===== src/rtl/fetch_unit.sv =====
// Instruction fetch: PC, single-outstanding imem requests, one-entry decode buffer.
// Optional FETCH_ALIGN_CHECK_EN traps misaligned redirect targets into ERR.
module fetch_unit #(
    parameter int unsigned     XLEN     = 32,
    parameter logic [XLEN-1:0] RESET_PC = '0
) (
    input  logic            clk,
    input  logic            reset_n,
    input  logic            jack,
    input  logic            je,
    input  logic [XLEN-1:0] jump_addr,
    output logic            imem_req,
    output logic [XLEN-1:0] imem_addr,
    input  logic            imem_ack,
    input  logic [31:0]     imem_rdata,
    output logic            instr_valid,
    output logic [31:0]     instr,
    output logic [XLEN-1:0] instr_pc,
    input  logic            instr_ready,
    output logic            misalign
);

    typedef enum logic [1:0] {
        IDLE,
        REQ,
        HOLD,
        ERR
    } state_e;

    state_e          state_q, state_d;
    logic [XLEN-1:0] pc_q, pc_d;
    logic [XLEN-1:0] addr_q, addr_d;
    logic [31:0]     instr_q, instr_d;
    logic [XLEN-1:0] ipc_q, ipc_d;
    logic            squash_q, squash_d;
    logic            mis_q, mis_d;

    logic            redir;
    logic            bad;
    logic [XLEN-1:0] tgt;

    assign redir = jack & je;

`ifdef FETCH_ALIGN_CHECK_EN
    assign bad = redir & (jump_addr[1:0] != 2'b00);
    assign tgt = jump_addr;
`else
    assign bad = 1'b0;
    assign tgt = jump_addr & ~XLEN'(3);
`endif

    always_ff @(posedge clk or negedge reset_n) begin
        if (!reset_n) begin
            state_q  <= IDLE;
            pc_q     <= RESET_PC;
            addr_q   <= RESET_PC;
            instr_q  <= '0;
            ipc_q    <= '0;
            squash_q <= 1'b0;
            mis_q    <= 1'b0;
        end else begin
            state_q  <= state_d;
            pc_q     <= pc_d;
            addr_q   <= addr_d;
            instr_q  <= instr_d;
            ipc_q    <= ipc_d;
            squash_q <= squash_d;
            mis_q    <= mis_d;
        end
    end

    always_comb begin
        state_d     = state_q;
        pc_d        = pc_q;
        addr_d      = addr_q;
        instr_d     = instr_q;
        ipc_d       = ipc_q;
        squash_d    = squash_q;
        mis_d       = mis_q;
        imem_req    = 1'b0;
        instr_valid = 1'b0;
        unique case (state_q)
            IDLE: begin
                if (bad) begin
                    mis_d   = 1'b1;
                    state_d = ERR;
                end else begin
                    pc_d    = redir ? tgt : pc_q;
                    addr_d  = redir ? tgt : pc_q;
                    state_d = REQ;
                end
            end
            REQ: begin
                imem_req = 1'b1;
                if (bad) begin
                    // Outstanding request must still finish; ERR keeps it up.
                    mis_d    = 1'b1;
                    squash_d = ~imem_ack;
                    state_d  = ERR;
                end else if (imem_ack) begin
                    if (squash_q || redir) begin
                        squash_d = 1'b0;
                        pc_d     = redir ? tgt : pc_q;
                        addr_d   = redir ? tgt : pc_q;
                    end else begin
                        instr_d = imem_rdata;
                        ipc_d   = addr_q;
                        pc_d    = addr_q + XLEN'(4);
                        state_d = HOLD;
                    end
                end else if (redir) begin
                    pc_d     = tgt;
                    squash_d = 1'b1;
                end
            end
            HOLD: begin
                instr_valid = 1'b1;
                if (bad) begin
                    mis_d   = 1'b1;
                    state_d = ERR;
                end else if (redir) begin
                    pc_d    = tgt;
                    addr_d  = tgt;
                    state_d = REQ;
                end else if (instr_ready) begin
                    addr_d  = pc_q;
                    state_d = REQ;
                end
            end
            ERR: begin
                imem_req = squash_q;
                if (imem_ack) begin
                    squash_d = 1'b0;
                end
            end
            default: state_d = IDLE;
        endcase
    end

    assign imem_addr = addr_q & ~XLEN'(3);
    assign instr     = instr_q;
    assign instr_pc  = ipc_q;
    assign misalign  = mis_q;

endmodule


===== config.mk =====
export PLATFORM = sky130hd
export DESIGN_NAME = fetch_unit
export DESIGN_NICKNAME = d
export VERILOG_FILES = /design/src/rtl/fetch_unit.sv
export SDC_FILE = /design/constraint.sdc
export NUM_CORES = 1
export LEC_CHECK = 0
export BUFFER_PORTS_ARGS = -buffer_cell sky130_fd_sc_hd__buf_2
export CAP_MARGIN = 25
export CORE_MARGIN = 2
export CORE_UTILIZATION = 35
export CTS_BUF_LIST = sky130_fd_sc_hd__clkbuf_8 sky130_fd_sc_hd__clkbuf_16
export CTS_CLUSTER_DIAMETER = 40
export DETAILED_ROUTE_END_ITERATION = 8
export HOLD_SLACK_MARGIN = 0.1
export PLACE_DENSITY = 0.68
export SYNTH_ARGS = -nofsm -noshare
export SYNTH_HDL_FRONTEND = slang
export SYNTH_SLANG_ARGS = --single-unit

===== constraint.sdc =====
create_clock -name clk -period 2.5 [get_ports clk]
set_input_delay 0.625 -clock clk [delete_from_list [all_inputs] [get_ports clk]]
set_output_delay 0.625 -clock clk [all_outputs]
set_load 0.01 [all_outputs]

==> results of run 1 <==
synth_stat cells (2+ instances only):
cell / count
a211o_1: 2
a211oi_1: 2
a21o_1: 3
a21oi_1: 23
a22o_1: 5
a22oi_1: 8
a32oi_1: 2
and2_1: 2
and3_1: 2
buf_1: 2
buf_2: 4
buf_4: 33
buf_6: 2
clkbuf_1: 27
dfrtp_1: 131
inv_1: 7
mux2i_1: 29
nand2_1: 243
nand2b_1: 2
nand3_1: 10
nand4_1: 3
nor2_1: 20
nor3_1: 3
nor3_2: 3
nor4_4: 5
o21ai_0: 47
o21ai_1: 3
o22ai_1: 14
xnor2_1: 17
xor2_1: 9
area by class of cell:
class / count / area [um^2] / share of cell area [%]
sequential: 131 / 3278 / 42.10
multi-input combinational: 474 / 2559 / 32.86
timing repair buffer: 189 / 1067 / 13.71
clock buffer: 17 / 425.4 / 5.464
tap: 225 / 281.5 / 3.616
clock inverter: 13 / 146.4 / 1.880
inverter: 7 / 26.28 / 0.3375
antenna: 1 / 2.502 / 0.03214
cell families after synthesis:
kind of cell / after synthesis
flops: 131
compound gates: 112
other cells: 1
fa+ha+maj: 1
mux: 29
simple gates: 303
buf+inv: 75
xor+xnor: 26
sequential cells by signal, summed over array words and instances, names as in the netlist:
name and cells:
addr_q 32, instr 32, instr_pc 32, pc_q 32
squash_q 1, state_q 2
worst max path at each step:
stage	startpoint	end	slack (ps)	cells past startpoint
final	addr_q[2]	pc_q[28]	370	7
after global placement	imem_ack	pc_q[2]	300	6
after CTS	addr_q[2]	pc_q[28]	330	7
after floorplan	jack	pc_q[17]	420	6
after global routing	addr_q[2]	pc_q[28]	160	7
after detailed placement	imem_ack	pc_q[4]	270	6
layer usage:
metal	vias up	wire length, um
met5	-	13
met4	2	177
met3	14	1203
met2	161	7672
met1	2419	7168
li1	2497	-
critical path, stage by stage (launching register included):
cell	delay, ps
dfrtp_1	480
ha_1	260
nand4_1	230
nor4_2	340
buf_4	190
nand2_1	110
mux2i_1	150
a211oi_1	260
report_power, final:
| group | total [mW] | internal (mW) | switching [mW] |
|---|---|---|---|
| clock network | 2.44 | 1.54 | 0.904 |
| logic | 2.56 | 1.17 | 1.38 |
| registers | 3.78 | 3.02 | 0.756 |
cells in the final DEF (no fill, tap or decap), types with 4 or more instances in the layout:
cell and instances:
xnor2_1 17, xor2_1 9, dfrtp_1 131, inv_1 9, buf_12 4, mux2i_1 29
nor2_1 20, nor4_4 5, a21oi_1 23, o21ai_0 47, buf_4 22, buf_2 162
clkbuf_16 17, nand2_1 243, o22ai_1 14, a22oi_1 8, a22o_1 5, nand3_1 9
clkinv_2 5
==> results.py, run 1 <==
metrics = {
    "critical_path": {
        "r2r_cells": 7,
        "critPathCaptureType": "flop",
        "r2r_slack_ps": 370,
        "critPathMaxFanout": 7,
        "path_class": "flop to flop",
        "cp.arrival_ps": 2450,
        "rr_startpoint": "addr_q[2]",
        "reg2reg_to": "pc_q[28]",
        "start_kind": "flop",
        "critPathRequiredTime_ps": 2820,
    },
    "die": {
        "coreArea_um2": 17360,
        "dieArea_um2": 18900,
        "die_h_um": 137.5,
        "die_w_um": 137.5,
        "fp-row-count": 48,
        "initial_utilization_pct": 35.92,
        "io_pins": 169,
    },
    "placed_design": {
        "hpwl_mm": 11.16,
        "dp_worst_setup_slack_ps": 265.5,
        "place_inst": 1026,
        "gp_congestion": 0.7555,
        "numPortBuffers": 163,
        "dpl-instance-area_um2": 7212,
    },
    "pwr": {
        "power_density_nw_per_um2": 1128,
        "max-vdd-ir-drop_uv": 568.4,
        "power_mw": 8.780,
        "p_leak_nw": 4.008,
    },
    "sta": {
        "fin_ws_ps": 372.9,
        "tightest_slew_ps": 883.6,
        "setup-tns-final_ps": 0,
        "min_period_over_period_pct": 85.08,
        "timing.final.crit_period_ps": 2127,
        "max_freq_mhz": 470.1,
        "rsz0062_at_grt": "no",
        "finClkSkew_ps": 7.744,
        "slew_viol_final": 0,
        "slew_headroom_pct": 40.88,
        "hold_ws_ps": 187.2,
        "setup_viol": 0,
        "timing_hold_violations_final": 0,
    },
    "clocking": {
        "clk_pin_slew_ps": 60,
        "cts_tree": "yes",
        "cts_buffers": 17,
        "htree_levels": 4,
        "cts_resized": 0,
        "cts_hold_buf": 0,
        "cts_setup_buffers": 0,
        "clockBufferDepth": 2,
        "cts-root-buf": "clkbuf_16",
        "cts_sinks": 131,
        "insertion_delay_ps": 420,
    },
    "grt": {
        "gr-usage-met2_pct": 29.80,
        "grtUsageMet3_pct": 5.850,
        "first_global_vias": 5092,
        "grtUsageMet1_pct": 23.24,
        "grt_antenna_before_repair": 2,
        "grt_max_degree": 80,
        "grt_overflow": 0,
        "grtUsageTotal_pct": 18.33,
        "busiest_layer": "met2",
        "grt_pass1_wl_mm": 26.25,
    },
    "logic_synthesis": {
        "synth-xor-area-share_pct": 3.652,
        "synthAdderAreaFrac_pct": 0.2007,
        "async_flop_share_pct": 100.0,
        "avgSynthCellArea_um2": 9.196,
        "synthesis.area_um2": 6235,
        "synth-edff-count": 0,
        "synthTopCellsByArea": "dfrtp_1 53%, nand2_1 15%, mux2i_1 4.7%",
        "synthMuxAreaShare_pct": 4.656,
        "yosysWarnings": 0,
        "synth_top_family_by_area": "simple AND/OR/NAND/NOR gates",
        "netlist_instances": 678,
        "synth_top_area_share_pct": 52.58,
        "ys.flop_type": "dfrtp_1",
        "yosysUniqueCellTypes": 45,
        "ys_ff_latch": 131,
        "synth.largest_area_cell": "dfrtp_1",
        "yosysSeqAreaShare_pct": 52.58,
        "synth_simple_gate_area_share_pct": 21.53,
        "synth_compound_area_share_pct": 10.50,
    },
    "routing": {
        "via_per_inst": 4.818,
        "dr.pass1.iters": 4,
        "drt-initial-drc-count": 297,
        "drc": 0,
        "vias": 5093,
        "routed_wl_mm": 16.24,
        "ant_nets": 0,
        "wl_per_cell_um": 15.36,
    },
    "layout": {
        "final_area_um2": 7786,
        "fin_nets": 891,
        "drive_gt1_share_pct": 28.16,
        "areaGrowthSynthToFinish_pct": 24.88,
        "fill_cells": 1687,
        "finalCoreUtilization_pct": 44.86,
        "final_cells": 1057,
    },
    "run": {
        "drv_cap": 0,
    },
    "status": {
        "status": "completed",
    },
    "worst_hold_path": {
        "hold_path.class": "primary input to asynchronous set/reset pin",
    },
}
No activity file was read; power rests on OpenSTA's default activity.
==> inputs of run 2 (changes only) <==
ABC_AREA = 1   (was not set)
PLACE_DENSITY = 0.67   (was 0.68)
==> results.py, run 2 <==
metrics = {
    "clocking": {
        "clockBufferDepth": 2,
        "insertion_delay_ps": 420,
        "cts_buffers": 17,
        "clk_pin_slew_ps": 60,
        "cts_setup_buffers": 0,
        "cts_sinks": 131,
        "cts_hold_buf": 0,
        "cts_resized": 0,
        "htree_levels": 4,
        "cts-root-buf": "clkbuf_16",
        "cts_tree": "yes",
    },
    "logic_synthesis": {
        "ys_ff_latch": 131,
        "yosysMostFrequentCell": "nand2_1",
        "synthesis.area_um2": 6753,
        "yosys-top-cells-count": "359 x nand2_1, 131 x dfrtp_1, 56 x o21ai_0, 52 x inv_1",
        "yosysWarnings": 0,
        "netlist_instances": 867,
        "yosysSeqAreaShare_pct": 48.55,
        "avgSynthCellArea_um2": 7.789,
        "synth.largest_area_cell": "dfrtp_1",
        "ys.flop_type": "dfrtp_1",
        "synthTopCellsByArea": "dfrtp_1 49%, nand2_1 20%, o21ai_0 4.2%",
        "synth-edff-count": 0,
        "async_flop_share_pct": 100.0,
        "yosysUniqueCellTypes": 36,
        "synth_top_area_share_pct": 48.55,
    },
    "sta": {
        "slew_headroom_pct": 59.39,
        "min_period_over_period_pct": 84.55,
        "setup_viol": 0,
        "max_freq_mhz": 473.1,
        "slew_viol_final": 0,
        "rsz0062_at_grt": "no",
        "timing_hold_violations_final": 0,
        "tightest_slew_ps": 608.2,
        "finClkSkew_ps": 11.13,
        "timing.final.crit_period_ps": 2114,
        "setup-tns-final_ps": 0,
    },
    "grt": {
        "grt_max_degree": 57,
        "grt_pass1_wl_mm": 29.57,
        "first_global_vias": 5579,
        "grt_antenna_before_repair": 0,
        "grt_overflow": 0,
        "grtUsageTotal_pct": 18.74,
    },
    "routing": {
        "via_per_inst": 4.658,
        "drc": 0,
        "drt-initial-drc-count": 349,
        "dr.pass1.iters": 5,
        "wl_per_cell_um": 14.55,
        "ant_nets": 0,
        "vias": 5916,
        "routed_wl_mm": 18.48,
    },
    "layout": {
        "areaGrowthSynthToFinish_pct": 22.14,
        "fin_nets": 1069,
        "final_cells": 1270,
        "drive_gt1_share_pct": 23.47,
        "finalCoreUtilization_pct": 43.80,
        "diodes": 0,
        "layout_common_cells": "359 x nand2_1, 162 x buf_2, 131 x dfrtp_1, 56 x o21ai_0, 54 x inv_1",
        "mostFrequentLayoutCell": "nand2_1",
        "final_area_um2": 8248,
    },
    "critical_path": {
        "slowest_stage": "dfrtp_1",
        "critPathCaptureType": "output port",
        "cp.arrival_ps": 1490,
        "path_class": "flop to output port",
        "worst_path_largest_cell_delay_ps": 490,
        "critPathRequiredTime_ps": 1880,
        "critPathBufInv": 2,
        "critPathMaxFanout": 9,
        "start_kind": "flop",
        "path_cells": "inv_1 > a21oi_1 > buf_2",
        "cpLargestDelayFamily": "flip-flops",
    },
    "worst_hold_path": {
        "hold_path.class": "primary input to asynchronous set/reset pin",
    },
    "pwr": {
        "internal_power_mw": 6.513,
        "combinationalPowerShare_pct": 38.4,
        "p_seq_share_pct": 36.6,
        "pwr-share-clk_pct": 25.0,
        "p_leak_nw": 4.383,
        "max-vdd-ir-drop_uv": 586.1,
        "power_density_nw_per_um2": 1320,
        "p_sw_share_pct": 40.18,
        "switching_power_mw": 4.375,
        "power_mw": 10.89,
    },
    "die": {
        "dieArea_um2": 20420,
        "die_w_um": 142.9,
        "die_h_um": 142.9,
        "coreArea_um2": 18830,
        "initial_utilization_pct": 35.86,
        "io_pins": 169,
        "fp-row-count": 50,
    },
    "placed_design": {
        "gp_congestion": 0.9116,
        "place_inst": 1239,
        "dpl-instance-area_um2": 7607,
        "numPortBuffers": 163,
        "hpwl_mm": 13.41,
    },
    "run": {
        "drv_cap": 0,
    },
    "status": {
        "status": "completed",
    },
}
==> run 2: changes by cell type in the layout (fill, tap and decap cells not counted), moves of 6 or more <==
cell	before	now
a21oi_1	23	31
buf_4	22	14
inv_1	9	54
mux2i_1	29	10
nand2_1	243	359
nand3_1	9	27
nor2_1	20	37
o211ai_1	0	6
o21ai_0	47	56
o21ai_1	3	31
o22ai_1	14	2
xnor2_1	17	1
==> run 2: layout make-up <==
type	count	area (um^2)
clock buffer	19	452.9
timing repair buffer	180	987.2
fill	1935	10580
multi-input combinational	609	2795
inverter	59	221.5
tap	260	325.3
clock inverter	12	187.7
sequential	131	3278
==> run 2: logic make-up after synthesis <==
family	Yosys count	synth area share, %
simple gates	456	28.20
xor+xnor	7	1.019
compound gates	132	10.34
fa+ha+maj	1	0.1853
other cells	1	0.05553
mux	10	1.482
flops	131	48.55
buf+inv	129	10.17
==> run 2: power by group through the flow <==
| stage | Clock (mW) | Combinational, mW | Sequential [mW] |
|---|---|---|---|
| floorplan | 0 | 2.91 | 4.00 |
| global placement | 0 | 4.13 | 3.97 |
| detailed placement | 0 | 4.24 | 3.99 |
| CTS | 2.78 | 4.26 | 3.97 |
| global route | 2.88 | 4.80 | 4.11 |
| finish | 2.72 | 4.18 | 3.99 |
==> run 2: metrics by stage <==
| step | worst slack (ps) | hold WS, ps |
|---|---|---|
| finish | 386.2 | 135.0 |
| global route | 306.2 | 162.4 |
| CTS | 361.3 | 144.2 |
| detailed placement | 430.2 | 453.2 |
| global placement | 443.6 | 448.3 |
| floorplan | 826.0 | 329.4 |
==> run 2: worst paths after layout <==
kind | from | to | slack, ps | cells past startpoint
max in group asynchronous | reset_n | addr_q[1] | 1750 | 2
worst max register to register | addr_q[12] | pc_q[29] | 700 | 9
worst min register to register | instr_pc[19] | instr_pc[19] | 460 | 2
worst min-delay path | reset_n | instr_pc[11] | 140 | 1
min in group clk | imem_rdata[25] | instr[25] | 400 | 3
worst max-delay path | state_q[0] | imem_req | 390 | 3
==> run 2: per-layer routing <==
layer  part of all wire [%]  global-route usage (%)  vias to the layer above  wire length (um)
li1                       -                       -                     2974                 -
met1                     47                   25.75                     2743              8650
met2                     46                   29.39                      180              8512
met3                    5.4                   3.823                       19              1006
met4                    1.7                   6.618                        0               315
met5                      0                       0                        -                 0
